### src/rtl/dm_abstract_cmd_if.sv
// DMI request/response lines and hart register port of the abstract-command block.
// slave = the abstract-command controller, master = the DMI / hart side.
interface dm_abstract_cmd_if;
  logic [6:0]  dmi_address;
  logic [31:0] dmi_wdata;
  logic        dmi_write;
  logic        dmi_read;
  logic [31:0] dmi_rdata;
  logic        dmi_hit;
  logic        reg_req;
  logic        reg_write;
  logic [4:0]  reg_addr;
  logic [31:0] reg_wdata;
  logic [31:0] reg_rdata;
  logic        reg_ack;

  modport master (
    output dmi_address, dmi_wdata, dmi_write, dmi_read,
    input  dmi_rdata, dmi_hit,
    input  reg_req, reg_write, reg_addr, reg_wdata,
    output reg_rdata, reg_ack
  );

  modport slave (
    input  dmi_address, dmi_wdata, dmi_write, dmi_read,
    output dmi_rdata, dmi_hit,
    output reg_req, reg_write, reg_addr, reg_wdata,
    input  reg_rdata, reg_ack
  );
endinterface

### src/rtl/dm_abstract_cmd.sv
// Debug-module abstract-command controller: abstractcs/command/data0 decode and one Access
// Register transfer at a time on the hart register port. DM_ABSTRACT_AUTOEXEC_EN adds abstractauto.
module dm_abstract_cmd #(
  parameter int unsigned TIMEOUT_CYCLES  = 255,
  parameter logic [6:0]  ABSTRACTCS_ADDR = 7'h16,
  parameter logic [6:0]  COMMAND_ADDR    = 7'h17,
  parameter logic [6:0]  DATA0_ADDR      = 7'h04
) (
  input  logic             clk,
  input  logic             rst_n,
  input  logic             dmactive_i,
  input  logic             hart_halted_i,
  input  logic             hart_available_i,
  dm_abstract_cmd_if.slave bus
);
  localparam logic [0:0] IDLE         = 1'b0;
  localparam logic [0:0] ACCESS       = 1'b1;
  localparam logic [7:0] TIMEOUT_LAST = 8'(TIMEOUT_CYCLES - 1);
`ifdef DM_ABSTRACT_AUTOEXEC_EN
  localparam logic [6:0] ABSTRACTAUTO_ADDR = 7'h18;
`endif

  logic [0:0]  state_q, state_d;
  logic [2:0]  cmderr_q, cmderr_d;
  logic [31:0] data0_q, data0_d;
  logic        reg_req_q, reg_req_d;
  logic        reg_write_q, reg_write_d;
  logic [4:0]  reg_addr_q, reg_addr_d;
  logic [31:0] reg_wdata_q, reg_wdata_d;
  logic [7:0]  cnt_q, cnt_d;
`ifdef DM_ABSTRACT_AUTOEXEC_EN
  logic        autoexec_q, autoexec_d;
  logic [30:0] cmd_q, cmd_d;
`endif

  logic        busy;
  logic        sel_acs, sel_cmd, sel_data0, sel_auto, sel_any;
  logic        exec;
  logic        cmd_bad;
  // Command word with reserved bit 23 dropped: [30:23]=cmdtype, [22:0] as in the command register.
  logic [30:0] exec_cmd;
  logic [31:0] exec_data;

  assign busy      = (state_q == ACCESS);
  assign sel_acs   = (bus.dmi_address == ABSTRACTCS_ADDR);
  assign sel_cmd   = (bus.dmi_address == COMMAND_ADDR);
  assign sel_data0 = (bus.dmi_address == DATA0_ADDR);
`ifdef DM_ABSTRACT_AUTOEXEC_EN
  assign sel_auto  = (bus.dmi_address == ABSTRACTAUTO_ADDR);
`else
  assign sel_auto  = 1'b0;
`endif
  assign sel_any   = sel_acs | sel_cmd | sel_data0 | sel_auto;

  always_comb begin
    state_d     = state_q;
    cmderr_d    = cmderr_q;
    data0_d     = data0_q;
    reg_req_d   = reg_req_q;
    reg_write_d = reg_write_q;
    reg_addr_d  = reg_addr_q;
    reg_wdata_d = reg_wdata_q;
    cnt_d       = cnt_q;
`ifdef DM_ABSTRACT_AUTOEXEC_EN
    autoexec_d  = autoexec_q;
    cmd_d       = cmd_q;
`endif
    exec      = 1'b0;
    cmd_bad   = 1'b0;
    exec_cmd  = {bus.dmi_wdata[31:24], bus.dmi_wdata[22:0]};
    exec_data = data0_q;

    if (busy) begin
      if (bus.dmi_write && sel_any && (cmderr_q == 3'd0)) begin
        cmderr_d = 3'd1;
      end
      // Ack wins over a same-cycle availability drop or timeout.
      if (bus.reg_ack) begin
        if (!reg_write_q) begin
          data0_d = bus.reg_rdata;
        end
        state_d   = IDLE;
        reg_req_d = 1'b0;
      end else if (!hart_available_i) begin
        state_d   = IDLE;
        reg_req_d = 1'b0;
        cmderr_d  = 3'd4;
      end else if (cnt_q == TIMEOUT_LAST) begin
        state_d   = IDLE;
        reg_req_d = 1'b0;
        cmderr_d  = 3'd7;
      end else begin
        cnt_d = cnt_q + 8'd1;
      end
    end else begin
      if (bus.dmi_write && sel_acs) begin
        cmderr_d = cmderr_q & ~bus.dmi_wdata[10:8];
      end
      if (bus.dmi_write && sel_data0) begin
        data0_d = bus.dmi_wdata;
      end
      if (bus.dmi_write && sel_cmd && (cmderr_q == 3'd0)) begin
        exec = 1'b1;
      end
`ifdef DM_ABSTRACT_AUTOEXEC_EN
      if (exec) begin
        cmd_d = exec_cmd;
      end
      if (bus.dmi_write && sel_auto) begin
        autoexec_d = bus.dmi_wdata[0];
      end
      if ((bus.dmi_write || bus.dmi_read) && sel_data0 && (cmderr_q == 3'd0) && autoexec_q) begin
        exec      = 1'b1;
        exec_cmd  = cmd_q;
        exec_data = bus.dmi_write ? bus.dmi_wdata : data0_q;
      end
`endif
      // Only GPRs 0x1000..0x101F are reachable: regno[15:5] must equal 0x080.
      cmd_bad = (exec_cmd[30:23] != 8'd0) || (exec_cmd[22:20] != 3'd2) || exec_cmd[19] ||
                exec_cmd[18] || (exec_cmd[17] && (exec_cmd[15:5] != 11'h080));
      if (exec) begin
        if (cmd_bad) begin
          cmderr_d = 3'd2;
        end else if (!hart_halted_i || !hart_available_i) begin
          cmderr_d = 3'd4;
        end else if (exec_cmd[17]) begin
          state_d     = ACCESS;
          reg_req_d   = 1'b1;
          reg_write_d = exec_cmd[16];
          reg_addr_d  = exec_cmd[4:0];
          reg_wdata_d = exec_data;
          cnt_d       = 8'd0;
        end
      end
    end
  end

  always_ff @(posedge clk) begin
    if (!rst_n || !dmactive_i) begin
      state_q     <= IDLE;
      cmderr_q    <= 3'd0;
      data0_q     <= 32'd0;
      reg_req_q   <= 1'b0;
      reg_write_q <= 1'b0;
      reg_addr_q  <= 5'd0;
      reg_wdata_q <= 32'd0;
      cnt_q       <= 8'd0;
`ifdef DM_ABSTRACT_AUTOEXEC_EN
      autoexec_q  <= 1'b0;
      cmd_q       <= 31'd0;
`endif
    end else begin
      state_q     <= state_d;
      cmderr_q    <= cmderr_d;
      data0_q     <= data0_d;
      reg_req_q   <= reg_req_d;
      reg_write_q <= reg_write_d;
      reg_addr_q  <= reg_addr_d;
      reg_wdata_q <= reg_wdata_d;
      cnt_q       <= cnt_d;
`ifdef DM_ABSTRACT_AUTOEXEC_EN
      autoexec_q  <= autoexec_d;
      cmd_q       <= cmd_d;
`endif
    end
  end

  always_comb begin
    bus.dmi_rdata = 32'd0;
    if (bus.dmi_read) begin
      if (sel_acs) begin
        bus.dmi_rdata = {3'd0, 5'd0, 11'd0, busy, 1'b0, cmderr_q, 4'd0, 4'd1};
      end else if (sel_data0) begin
        bus.dmi_rdata = data0_q;
`ifdef DM_ABSTRACT_AUTOEXEC_EN
      end else if (sel_auto) begin
        bus.dmi_rdata = {31'd0, autoexec_q};
`endif
      end
    end
  end

  assign bus.dmi_hit   = bus.dmi_read & sel_any;
  assign bus.reg_req   = reg_req_q;
  assign bus.reg_write = reg_write_q;
  assign bus.reg_addr  = reg_addr_q;
  assign bus.reg_wdata = reg_wdata_q;
endmodule

### src/flat_wrapper.sv
// flat-port wrapper written by rule: the top's interface ports become plain ports
module dm_abstract_cmd_flat 
#(
  parameter int unsigned TIMEOUT_CYCLES  = 255,
  parameter logic [6:0]  ABSTRACTCS_ADDR = 7'h16,
  parameter logic [6:0]  COMMAND_ADDR    = 7'h17,
  parameter logic [6:0]  DATA0_ADDR      = 7'h04
)
  (clk, rst_n, dmactive_i, hart_halted_i, hart_available_i, bus_dmi_address, bus_dmi_wdata, bus_dmi_write, bus_dmi_read, bus_dmi_rdata, bus_dmi_hit, bus_reg_req, bus_reg_write, bus_reg_addr, bus_reg_wdata, bus_reg_rdata, bus_reg_ack);
  dm_abstract_cmd_if bus_i ();
  input  logic clk;
  input  logic rst_n;
  input  logic dmactive_i;
  input  logic hart_halted_i;
  input  logic hart_available_i;
  input wire logic [$bits(bus_i.dmi_address)-1:0] bus_dmi_address;
  input wire logic [$bits(bus_i.dmi_wdata)-1:0] bus_dmi_wdata;
  input wire logic [$bits(bus_i.dmi_write)-1:0] bus_dmi_write;
  input wire logic [$bits(bus_i.dmi_read)-1:0] bus_dmi_read;
  output wire logic [$bits(bus_i.dmi_rdata)-1:0] bus_dmi_rdata;
  output wire logic [$bits(bus_i.dmi_hit)-1:0] bus_dmi_hit;
  output wire logic [$bits(bus_i.reg_req)-1:0] bus_reg_req;
  output wire logic [$bits(bus_i.reg_write)-1:0] bus_reg_write;
  output wire logic [$bits(bus_i.reg_addr)-1:0] bus_reg_addr;
  output wire logic [$bits(bus_i.reg_wdata)-1:0] bus_reg_wdata;
  input wire logic [$bits(bus_i.reg_rdata)-1:0] bus_reg_rdata;
  input wire logic [$bits(bus_i.reg_ack)-1:0] bus_reg_ack;
  assign bus_i.dmi_address = bus_dmi_address;
  assign bus_i.dmi_wdata = bus_dmi_wdata;
  assign bus_i.dmi_write = bus_dmi_write;
  assign bus_i.dmi_read = bus_dmi_read;
  assign bus_dmi_rdata = bus_i.dmi_rdata;
  assign bus_dmi_hit = bus_i.dmi_hit;
  assign bus_reg_req = bus_i.reg_req;
  assign bus_reg_write = bus_i.reg_write;
  assign bus_reg_addr = bus_i.reg_addr;
  assign bus_reg_wdata = bus_i.reg_wdata;
  assign bus_i.reg_rdata = bus_reg_rdata;
  assign bus_i.reg_ack = bus_reg_ack;
  dm_abstract_cmd #(.TIMEOUT_CYCLES(TIMEOUT_CYCLES), .ABSTRACTCS_ADDR(ABSTRACTCS_ADDR), .COMMAND_ADDR(COMMAND_ADDR), .DATA0_ADDR(DATA0_ADDR)) u_core (.clk(clk), .rst_n(rst_n), .dmactive_i(dmactive_i), .hart_halted_i(hart_halted_i), .hart_available_i(hart_available_i), .bus(bus_i));
endmodule
### config.mk
export PLATFORM = sky130hd
export DESIGN_NAME = dm_abstract_cmd_flat
export DESIGN_NICKNAME = d
export VERILOG_FILES = /design/src/rtl/dm_abstract_cmd_if.sv /design/src/rtl/dm_abstract_cmd.sv /design/src/flat_wrapper.sv
export SDC_FILE = /design/constraint.sdc
export NUM_CORES = 1
export LEC_CHECK = 0
export ABC_AREA = 1
export BUFFER_PORTS_ARGS = -buffer_cell sky130_fd_sc_hd__buf_2
export CAP_MARGIN = 20
export CORE_UTILIZATION = 53
export DETAILED_ROUTE_END_ITERATION = 10
export PLACE_DENSITY = 0.92
export SKIP_LAST_GASP = 1
export SLEW_MARGIN = 20
export SYNTH_ARGS = -nofsm -noshare
export SYNTH_HDL_FRONTEND = slang
export SYNTH_SLANG_ARGS = --single-unit
export TNS_END_PERCENT = 10
### constraint.sdc
create_clock -name clk -period 3.52 [get_ports clk]
set_clock_uncertainty 0.1 [all_clocks]
set_input_delay 0.528 -clock clk [delete_from_list [all_inputs] [get_ports clk]]
set_output_delay 0.528 -clock clk [all_outputs]
set_load 0.02 [all_outputs]
==> summary.txt, run 1 <==
Critical path
  • Worst Setup End Kind: output pin
  • Worst EP arrival: 2130 ps
  • RR Startpoint: u_core.busy
  • Setup CP Type: in2out
  • CP startpoint kind: input port
  • Worst-path fanout max: 27
  • R2r endpoint: u_core.data0_q[3]
  • R2R setup slack: 1290 ps
  • Worst endpoint required time: 2890 ps
  • Most common cell on crit path: buf_2
  • Slowest cell on the critical path: nand2_1
  • R2R depth: 8
  • Worst-path cell chain: buf_2, nor3_1, nand3_1, inv_2, nand2_1, nor2_1, buf_2
  • Crit-path max cell delay: 540 ps

Min path
  • Worst hold path class: in2reg
  • Hold Startpoint: bus_dmi_wdata[2]
  • WHS Path Cells: 3
  • Worst Hold Endpoint: u_core.bus.reg_addr[2]

STA
  • RSZ-0062 raised after global routing: false
  • Final Setup Violations: 0
  • Period utilisation layout: 78.4%
  • Worst rel slew slack: 34.4%
  • Final Hold Viols: 0
  • Tightest Pin Transition: 981 ps
  • Setup TNS: 0 ps
  • Hold_ws: 330 ps
  • Period minus WS final: 2760 ps
  • Peak Freq: 0.363 GHz
  • Pins over their slew limit: 0
  • Worst Slack Setup Final: 762 ps

Global routing
  • GRT Util Overall: 29.6%
  • Largest net degree at the start of global routing: 48
  • Met3 Usage GRT: 3.55%
  • Vias in the first global route: 4412
  • GRT Max-Usage Layer: met2
  • Grt met1 use: 34.2%
  • Met2 GRT Util: 54.2%
  • First-pass GRT wire length: 19600 um
  • Global route total overflow: 0
  • Initial antenna violation count: 0

Yosys
  • Top_reg_cell synth: dfxtp_1
  • Post-Synth XOR/XNOR Area: 0.214%
  • Seq/Total Area, Yosys: 40.6%
  • Avg Inst Size Synth: 6.39 um2
  • EDFF count, synth: 0
  • Synth Area in Compound Gates: 14.0%
  • Synth async-reset ratio: 0%
  • Synth Area in Adders: 0.612%
  • Mapped Nets: 721
  • Multiplexer area fraction after synthesis: 0%
  • Largest family of logic cells by synthesized area: simple AND/OR/NAND/NOR gates
  • Simple-gate portion of the synthesized area: 34.9%
  • Number of synthesized register bits: 83
  • Yosys cell types: 29
  • Synth Cell Area: 4090 um2
  • Synth Warn #: 0
  • Syn Inst Count: 640

Route
  • Vias: 4575
  • Vias/cell: 5.20
  • Post-route ant nets: 0
  • Initial DRC count: 244
  • Final WL: 11600 um
  • DRC Markers: 0
  • Iteration count of the initial detailed-routing pass: 5
  • Wire per inst: 13.2 um

Pwr
  • Combinational share of power: 6.5%
  • Pleak: 0.00259 uW
  • Switching share of power: 24.9%
  • Internal power: 1250 uW
  • Clock network power share: 37.1%
  • Sw Pwr: 415 uW
  • Worst vdd ir: 177 uV
  • Power Density: 331 nW/um2
  • Reg power frac: 56.4%

Cells and area
  • Multi-input logic area: 2030 um2
  • Nets@finish: 856
  • Commonest non-fill, non-tap cell in the layout: nor2_1
  • Layout area overhead: 22.8%
  • Util after Layout: 68.1%
  • Share of layout cells above drive strength 1: 24.1%
  • Seq. cell area: 1660 um2
  • Inserted Diodes: 0
  • Final instance area: 5020 um2
  • Commonest non-fill, non-tap cells in the layout: nor2_1, buf_2, nand2_1
  • Fill cell count: 677

Clock tree
  • Clock insertion delay at the later pin of the skew report: 340 ps
  • Post-cts gate resize count: 0
  • Root Buffer: clkbuf_8
  • Deepest clock path buffer count: 2
  • Clock Sinks: 83
  • CTS clock-pin slew for the worst setup and hold paths: 80 ps
  • Post-CTS Hold Fix Bufs: 0
  • H-Tree Depth: 3
  • TritonCTS clock tree: yes
  • Setup Buffers After CTS: 0
  • Total CTS buffers: 9

Placed design
  • HPWL Detailed: 8440 um
  • Buffers added on ports: 150
  • Place WS: 769 ps
  • Final GP Congestion: 0.872
  • Placed cell areas: 4840 um2

Floorplan
  • Core area: 7370 um2
  • Starting Density: 55.5%
  • IO Pins: 151
  • Rows: 31
  • Die height: 89.8 um
  • Die area: 8070 um2
  • Die width: 89.8 um

Flow run
  • Number of max-cap violations: 0

Run status
  • Status: finished clean
==> Yosys cell counts, types with 5 or more instances <==
library cell  instances  area share (%)
nor2_1              193              18
nand2_1             117              11
dfxtp_1              83              41
o21ai_0              80             9.8
inv_1                56             5.1
nand3_1              16             2.0
a21oi_1              14             1.7
clkbuf_1             13             1.2
o21ai_1              11             1.3
buf_2                 9             1.1
buf_1                 5            0.46
inv_2                 5            0.46
or2_2                 5            0.76
==> through the flow <==
stage	total power [uW]	std cells
5_1_grt	1730	879
2_1_floorplan	1000	640
3_3_place_gp	1060	863
4_1_cts	1680	879
3_5_place_dp	1070	863
6_report	1660	879
==> critical path, delay by kind of cell <==
| family | cells | cell delay [ps] |
|---|---|---|
| buffers and inverters | 3 | 430 |
| AND/OR/NAND/NOR | 4 | 1150 |
==> layout make-up <==
cell class | instances | area share, %
clock buffer | 10 | 2.54
clock inverter | 6 | 0.997
inverter | 62 | 4.63
multi-input combinational | 463 | 40.4
sequential | 83 | 33.1
tap | 99 | 2.47
timing repair buffer | 156 | 15.8
==> kinds of logic after synthesis <==
| family | count (synthesis) |
|---|---|
| AND/OR/NAND/NOR | 349 |
| AO/OA/AOI/OAI | 111 |
| buffers and inverters | 94 |
| flip-flops | 83 |
| adder cells (fa/ha/maj) | 2 |
| XOR/XNOR | 1 |
==> routing by layer <==
layer	wire, um	vias up
met5	0	-
met4	303	0
met3	661	25
met2	5840	214
met1	4790	2066
li1	-	2270
==> power groups by stage <==
stage	logic (uW)	clock network [uW]	registers [uW]
after floorplan	43.4	0	961
after global placement	103	0	961
after detailed placement	106	0	961
after CTS	107	629	939
after global routing	120	675	939
final	108	617	939
==> registers in the layout (all words and copies together), names as in the netlist <==
name / cells
u_core.bus.reg_req: 1
u_core.cmderr_q: 3
u_core.cnt_q: 8
u_core.data0_q: 32
u_core.busy: 1
u_core.bus.reg_write: 1
u_core.bus.reg_wdata: 32
u_core.bus.reg_addr: 5
==> worst max-delay path by stage <==
stage / start / to / slack, ps / cells after the start
6_report: bus_dmi_address[0] / bus_dmi_rdata[20] / 760 / 7
5_1_grt: bus_dmi_address[3] / bus_dmi_rdata[17] / 510 / 9
4_1_cts: bus_dmi_address[0] / bus_dmi_rdata[20] / 770 / 7
3_5_place_dp: bus_dmi_address[3] / bus_dmi_rdata[20] / 770 / 9
3_3_place_gp: bus_dmi_address[0] / bus_dmi_rdata[31] / 880 / 7
2_1_floorplan: bus_dmi_address[3] / bus_dmi_rdata[10] / 1160 / 7
No activity file was read; power rests on OpenSTA's default activity.
==> run 2, diff against run 1 <==
- ABC_AREA: 1 -> 0
- CORE_UTILIZATION: 53 -> 49
- PLACE_DENSITY: 0.92 -> 0.87
- clock period: 3.52 -> 2.56 ns (I/O delays scaled with it)
==> summary.txt, run 2 <==
Yosys
  • Seq/Total Area, Yosys: 42.4% (was 40.6%)
  • Dominant cell type by area after synthesis: dfxtp_1 (unchanged)
  • Top_reg_cell synth: dfxtp_1 (unchanged)
  • Synth Warn #: 0 (unchanged)
  • Avg Inst Size Synth: 9.06 um2 (was 6.39 um2)
  • Mapped Nets: 514 (was 721)
  • Synth async-reset ratio: 0% (unchanged)
  • Top cells by count, synth: nor2_1, dfxtp_1, mux2i_1 (was nor2_1, nand2_1, dfxtp_1)
  • Most common cell in the netlist: nor2_1 (unchanged)
  • Area contributors post-synth: dfxtp_1, mux2i_1, nor2_1, a211oi_1, and3_1 (was dfxtp_1, nor2_1, nand2_1, o21ai_0, inv_1)
  • EDFF count, synth: 0 (unchanged)
  • Number of synthesized register bits: 83 (unchanged)
  • Yosys cell types: 44 (was 29)
  • Synth Cell Area: 3920 um2 (was 4090 um2)
  • Post-synth top area share: 42.4% (was 40.6%)
  • Syn Inst Count: 433 (was 640)

Pwr
  • Power Density: 449 nW/um2 (was 331 nW/um2)
  • Pleak: 0.00208 uW (was 0.00259 uW)
  • Worst vdd ir: 313 uV (was 177 uV)
  • Power Total: 2260 uW (was 1660 uW)

Cells and area
  • Nets@finish: 662 (was 856)
  • Util after Layout: 65.3% (was 68.1%)
  • Inserted Diodes: 0 (unchanged)
  • Share of layout cells above drive strength 1: 33.7% (was 24.1%)
  • Commonest non-fill, non-tap cell in the layout: buf_2 (was nor2_1)
  • Fill cell count: 632 (was 677)
  • Layout area overhead: 28.6% (was 22.8%)
  • Commonest non-fill, non-tap cells in the layout: buf_2, nor2_1, dfxtp_1 (was nor2_1, buf_2, nand2_1)

Placed design
  • Buffers added on ports: 150 (unchanged)
  • HPWL Detailed: 7900 um (was 8440 um)
  • Final GP Congestion: 0.849 (was 0.872)

Flow run
  • Number of max-cap violations: 0 (unchanged)

Critical path
  • Crit-path max cell delay: 520 ps (was 540 ps)
  • Most common cell on crit path: buf_6 (was buf_2)
  • Delay-heaviest family, CP: simple AND/OR/NAND/NOR gates (unchanged)
  • Worst path bufs/invs: 4 (was 3)
  • CP startpoint kind: input port (unchanged)
  • Worst-path fanout max: 6 (was 27)
  • Slowest cell on the critical path: or4b_4 (was nand2_1)
  • Worst EP arrival: 2010 ps (was 2130 ps)
  • Worst Setup End Kind: output pin (unchanged)
  • Worst-path cell chain: buf_6, or4b_4, buf_6, nor3_4, buf_6, mux2i_2, nor2_1, buf_4 (was buf_2, nor3_1, nand3_1, inv_2, nand2_1, nor2_1, buf_2)
  • Worst endpoint required time: 2080 ps (was 2890 ps)
  • Setup CP Type: in2out (unchanged)

STA
  • Final Hold Viols: 0 (unchanged)
  • Period minus WS final: 2500 ps
  • Setup TNS: 0 ps (unchanged)
  • Peak Freq: 0.400 GHz
  • RSZ-0062 raised after global routing: true (was false)
  • Pins over their slew limit: 0 (unchanged)
  • Period utilisation layout: 97.6%
  • Final Setup Violations: 0 (unchanged)
  • Worst rel slew slack: 61.1% (was 34.4%)
  • Tightest Pin Transition: 579 ps (was 981 ps)
  • Hold_ws: 201 ps (was 330 ps)

Clock tree
  • Post-CTS Hold Fix Bufs: 0 (unchanged)
  • Total CTS buffers: 9 (unchanged)
  • CTS clock-pin slew for the worst setup and hold paths: 80 ps (about the same)
  • Clock insertion delay at the later pin of the skew report: 330 ps (was 340 ps)
  • Deepest clock path buffer count: 2 (unchanged)
  • H-Tree Depth: 3 (unchanged)
  • Root Buffer: clkbuf_8 (unchanged)
  • TritonCTS clock tree: yes (unchanged)
  • Clock Sinks: 83 (unchanged)

Floorplan
  • Die area: 8360 um2 (was 8070 um2)
  • Die height: 91.5 um (was 89.8 um)
  • IO Pins: 151 (unchanged)
  • Core area: 7730 um2 (was 7370 um2)
  • Starting Density: 50.7% (was 55.5%)
  • Rows: 32 (was 31)
  • Die width: 91.5 um (was 89.8 um)

Route
  • Initial DRC count: 252 (was 244)
  • Post-route ant nets: 0 (unchanged)
  • Wire per inst: 15.5 um (was 13.2 um)
  • Vias: 3790 (was 4575)
  • DRC Markers: 0 (unchanged)
  • Vias/cell: 5.52 (was 5.20)
  • Iteration count of the initial detailed-routing pass: 4 (was 5)
  • Final WL: 10600 um (was 11600 um)

Global routing
  • Global route total overflow: 0 (unchanged)
  • Largest net degree at the start of global routing: 41 (was 48)
  • Initial antenna violation count: 0 (unchanged)
  • GRT Util Overall: 25.0% (was 29.6%)
  • First-pass GRT wire length: 16800 um (was 19600 um)
  • Vias in the first global route: 3579 (was 4412)

Run status
  • Status: finished clean (unchanged)

Min path
  • Worst hold path class: in2reg (unchanged)
==> run 2: worst reg2reg max path, cell delays in order (launching register included) <==
cell and delay [ps]:
dfxtp_1 350, or3b_2 540, nor4_1 430, o221ai_2 150
buf_4 190, o31ai_1 230, a21oi_1 100
==> run 2: layout make-up <==
type,instances,area (um2),area share (%)
clock buffers,11,141,2.80
clock inverters,4,26.3,0.521
inverters,5,18.8,0.372
multi-input cells,312,2090,41.4
flip-flops and latches,83,1660,33.0
well taps,102,128,2.53
repair buffers,170,980,19.4
==> run 2: kinds of logic after synthesis <==
kind of cell	after synthesis	share of synthesized area, %
simple gates	166	21.0
flops	83	42.4
mux	73	18.6
compound gates	71	12.4
buf+inv	38	4.91
fa+ha+maj	2	0.638
==> run 2: path summary, 6_finish.rpt <==
kind	startpoint	end	slack (ps)	depth (start not counted)
worst min register to register	u_core.bus.reg_wdata[22]	u_core.bus.reg_wdata[22]	400	2
worst max register to register	u_core.cmderr_q[2]	u_core.cnt_q[7]	350	6
worst min-delay path	bus_dmi_wdata[4]	u_core.bus.reg_addr[4]	200	3
worst max-delay path	bus_dmi_address[3]	bus_dmi_rdata[12]	60	8
==> run 2: metal layers <==
| layer | share of wire [%] | global-route usage (%) | vias to the layer above | wire, um |
|---|---|---|---|---|
| met5 | 0 | 0 | - | 0 |
| met4 | 1.0 | 5.82 | 0 | 110 |
| met3 | 6.0 | 3.27 | 14 | 640 |
| met2 | 50 | 45.1 | 144 | 5350 |
| met1 | 43 | 31.3 | 1770 | 4530 |
| li1 | - | - | 1862 | - |
==> run 2: through the flow <==
stage          cells  setup WS, ps  instance area, um2
3_3_place_gp     670          84.3                4840
2_1_floorplan    433           108                3930
6_report         687          61.1                5040
3_5_place_dp     670          18.4                4840
4_1_cts          685          31.0                5000
5_1_grt          687         -1.80                5040
==> run 2: report_power, final <==
group          switching, uW  total (uW)  internal [uW]
Clock                    446         821            375
Combinational           85.9         153           67.2
Sequential             0.590        1290           1290
Total                    532        2260           1730
==> run 2: what timing repair did <==
item	CTS	global route
buffers inserted	0	2
resized for setup	0	7
endpoints found under the setup margin	0	11
==> run 3, diff against run 2 <==
- CORE_MARGIN: not set -> 8
==> summary.txt, run 3 (synthesis results as in run 2) <==
Run status
  • Status: complete, but fails checks (was finished clean)
  • Failing checks: setup timing

Critical path
  • Crit-path max cell delay: 530 ps (was 520 ps)
  • Slowest cell on the critical path: or4b_1 (was or4b_4)
  • Worst-path cell chain: buf_2, or4b_1, buf_4, nor2_2, buf_4, buf_12, and3_1, buf_2 (was buf_6, or4b_4, buf_6, nor3_4, buf_6, mux2i_2, nor2_1, buf_4)
  • Worst EP arrival: 2080 ps (was 2010 ps)
  • RR Startpoint: u_core.cmderr_q[2] (unchanged)
  • R2R setup slack: 290 ps (was 350 ps)
  • Setup CP Type: in2out (unchanged)
  • R2r endpoint: u_core.bus.reg_wdata[12] (was u_core.cnt_q[7])
  • Worst Setup End Kind: output pin (unchanged)
  • Worst-path fanout max: 11 (was 6)
  • Worst endpoint required time: 2080 ps (about the same)
  • CP startpoint kind: input port (unchanged)
  • R2R depth: 6 (unchanged)

Clock tree
  • TritonCTS clock tree: yes (unchanged)
  • Setup Buffers After CTS: 0 (unchanged)
  • CTS clock-pin slew for the worst setup and hold paths: 80 ps (about the same)
  • Post-cts gate resize count: 0 (unchanged)
  • Clock insertion delay at the later pin of the skew report: 340 ps (was 330 ps)
  • Total CTS buffers: 9 (unchanged)
  • Clock Sinks: 83 (unchanged)
  • Post-CTS Hold Fix Bufs: 0 (unchanged)
  • Deepest clock path buffer count: 2 (unchanged)
  • Root Buffer: clkbuf_8 (unchanged)
  • H-Tree Depth: 3 (unchanged)

Route
  • Iteration count of the initial detailed-routing pass: 4 (unchanged)
  • Vias/cell: 5.55 (was 5.52)
  • Vias: 3815 (was 3790)
  • Initial DRC count: 188 (was 252)
  • Post-route ant nets: 0 (unchanged)
  • Final WL: 11800 um (was 10600 um)
  • Wire per inst: 17.2 um (was 15.5 um)
  • DRC Markers: 0 (unchanged)

Cells and area
  • Commonest non-fill, non-tap cells in the layout: buf_2, nor2_1, dfxtp_1 (unchanged)
  • Share of layout cells above drive strength 1: 33.2% (was 33.7%)
  • Nets@finish: 661 (was 662)
  • Fill cell count: 635 (was 632)
  • Inserted Diodes: 0 (unchanged)
  • Commonest non-fill, non-tap cell in the layout: buf_2 (unchanged)
  • Util after Layout: 65.5% (was 65.3%)
  • Layout area overhead: 29.1% (was 28.6%)
  • Seq. cell area: 1660 um2 (unchanged)
  • Multi-input logic area: 2080 um2 (was 2090 um2)

Pwr
  • Worst vdd ir: 278 uV (was 313 uV)
  • Internal power: 1930 uW (was 1730 uW)
  • Combinational share of power: 6.1% (was 6.8%)
  • Clock network power share: 41.7% (was 36.2%)
  • Switching share of power: 21.9% (was 23.5%)
  • Sw Pwr: 541 uW (was 532 uW)
  • Power Density: 489 nW/um2 (was 449 nW/um2)
  • Pleak: 0.00209 uW (was 0.00208 uW)
  • Reg power frac: 52.2% (was 57.0%)

Floorplan
  • Die width: 105 um (was 91.5 um)
  • Core area: 7730 um2 (unchanged)
  • Rows: 32 (unchanged)
  • IO Pins: 151 (unchanged)
  • Die area: 11100 um2 (was 8360 um2)
  • Starting Density: 50.7% (unchanged)
  • Die height: 105 um (was 91.5 um)

Global routing
  • Global route total overflow: 0 (unchanged)
  • Initial antenna violation count: 0 (unchanged)
  • Vias in the first global route: 3927 (was 3579)
  • First-pass GRT wire length: 18900 um (was 16800 um)
  • Largest net degree at the start of global routing: 39 (was 41)
  • GRT Util Overall: 20.5% (was 25.0%)

STA
  • Peak Freq: 0.389 GHz (was 0.400 GHz)
  • Period utilisation layout: 100% (was 97.6%)
  • Final Setup Violations: 2 (was 0)
  • Tightest Pin Transition: 560 ps (was 579 ps)
  • RSZ-0062 raised after global routing: true (unchanged)
  • Pins over their slew limit: 0 (unchanged)
  • Hold_ws: 189 ps (was 201 ps)
  • Worst Slack Setup Final: -7.67 ps (was 61.1 ps)
  • Final Hold Viols: 0 (unchanged)
  • Worst rel slew slack: 62.4% (was 61.1%)
  • Period minus WS final: 2570 ps (was 2500 ps)

Min path
  • Worst hold path class: in2reg (unchanged)
  • Worst Hold Endpoint: u_core.bus.reg_addr[4] (unchanged)
  • Hold Startpoint: bus_dmi_wdata[4] (unchanged)
  • WHS Path Cells: 3 (unchanged)

Placed design
  • Final GP Congestion: 0.892 (was 0.849)
  • HPWL Detailed: 8990 um (was 7900 um)
  • Buffers added on ports: 150 (unchanged)

Flow run
  • Number of max-cap violations: 0 (unchanged)
==> run 3: cell types whose count changed in the layout (fill, tap and decap cells not counted), sizes merged <==
cell and delta:
buf -1, bufinv +2, clkbuf +1, clkinvlp -1, inv -1
==> run 3: how the worst max path moves through the flow <==
stage / startpoint / to / slack [ps]
after floorplan: bus_dmi_address[5] / bus_dmi_rdata[0] / 110
after global placement: bus_dmi_address[5] / bus_dmi_rdata[12] / 40
after detailed placement: bus_dmi_address[5] / u_core.bus.reg_addr[3] / -10
after CTS: bus_dmi_address[5] / bus_dmi_rdata[9] / 20
after global routing: bus_dmi_address[5] / bus_dmi_rdata[17] / -70
final: bus_dmi_address[5] / bus_dmi_rdata[19] / -8
==> run 3: stage by stage <==
step | TNS [ps] | cells | instance area (um2) | total power (uW) | worst slack [ps]
6_report | -15.2 | 687 | 5060 | 2470 | -7.67
4_1_cts | 0 | 687 | 5060 | 2480 | 17.1
5_1_grt | -568 | 687 | 5060 | 2560 | -68.0
3_5_place_dp | -57.7 | 671 | 4840 | 1470 | -12.4
3_3_place_gp | 0 | 671 | 4840 | 1460 | 35.9
2_1_floorplan | 0 | 433 | 3930 | 1380 | 108
==> run 3: per-layer routing <==
layer	share of wire [%]	vias to the layer above	global-route usage (%)
met5	0	-	0
met4	1.8	0	7.75
met3	8.1	20	6.52
met2	49	140	35.2
met1	41	1791	23.3
li1	-	1864	-
==> run 3: final cells by class <==
type | instances | area share (%)
multi-input cells | 312 | 41.1
flip-flops and latches | 83 | 32.8
repair buffers | 169 | 18.9
clock buffers | 12 | 2.87
well taps | 102 | 2.52
clock inverters | 4 | 1.46
inverters | 5 | 0.371
==> run 3: power by group through the flow <==
stage	combinational, uW	clock, uW	sequential, uW
after floorplan	56.0	0	1320
after global placement	143	0	1320
after detailed placement	147	0	1320
after CTS	149	1050	1290
after global routing	164	1110	1290
final	151	1030	1290
==> run 3: critical path, delay by kind of cell <==
family / cells / cell delay, ps
and+or+nand+nor: 3 / 920
buffers and inverters: 5 / 770
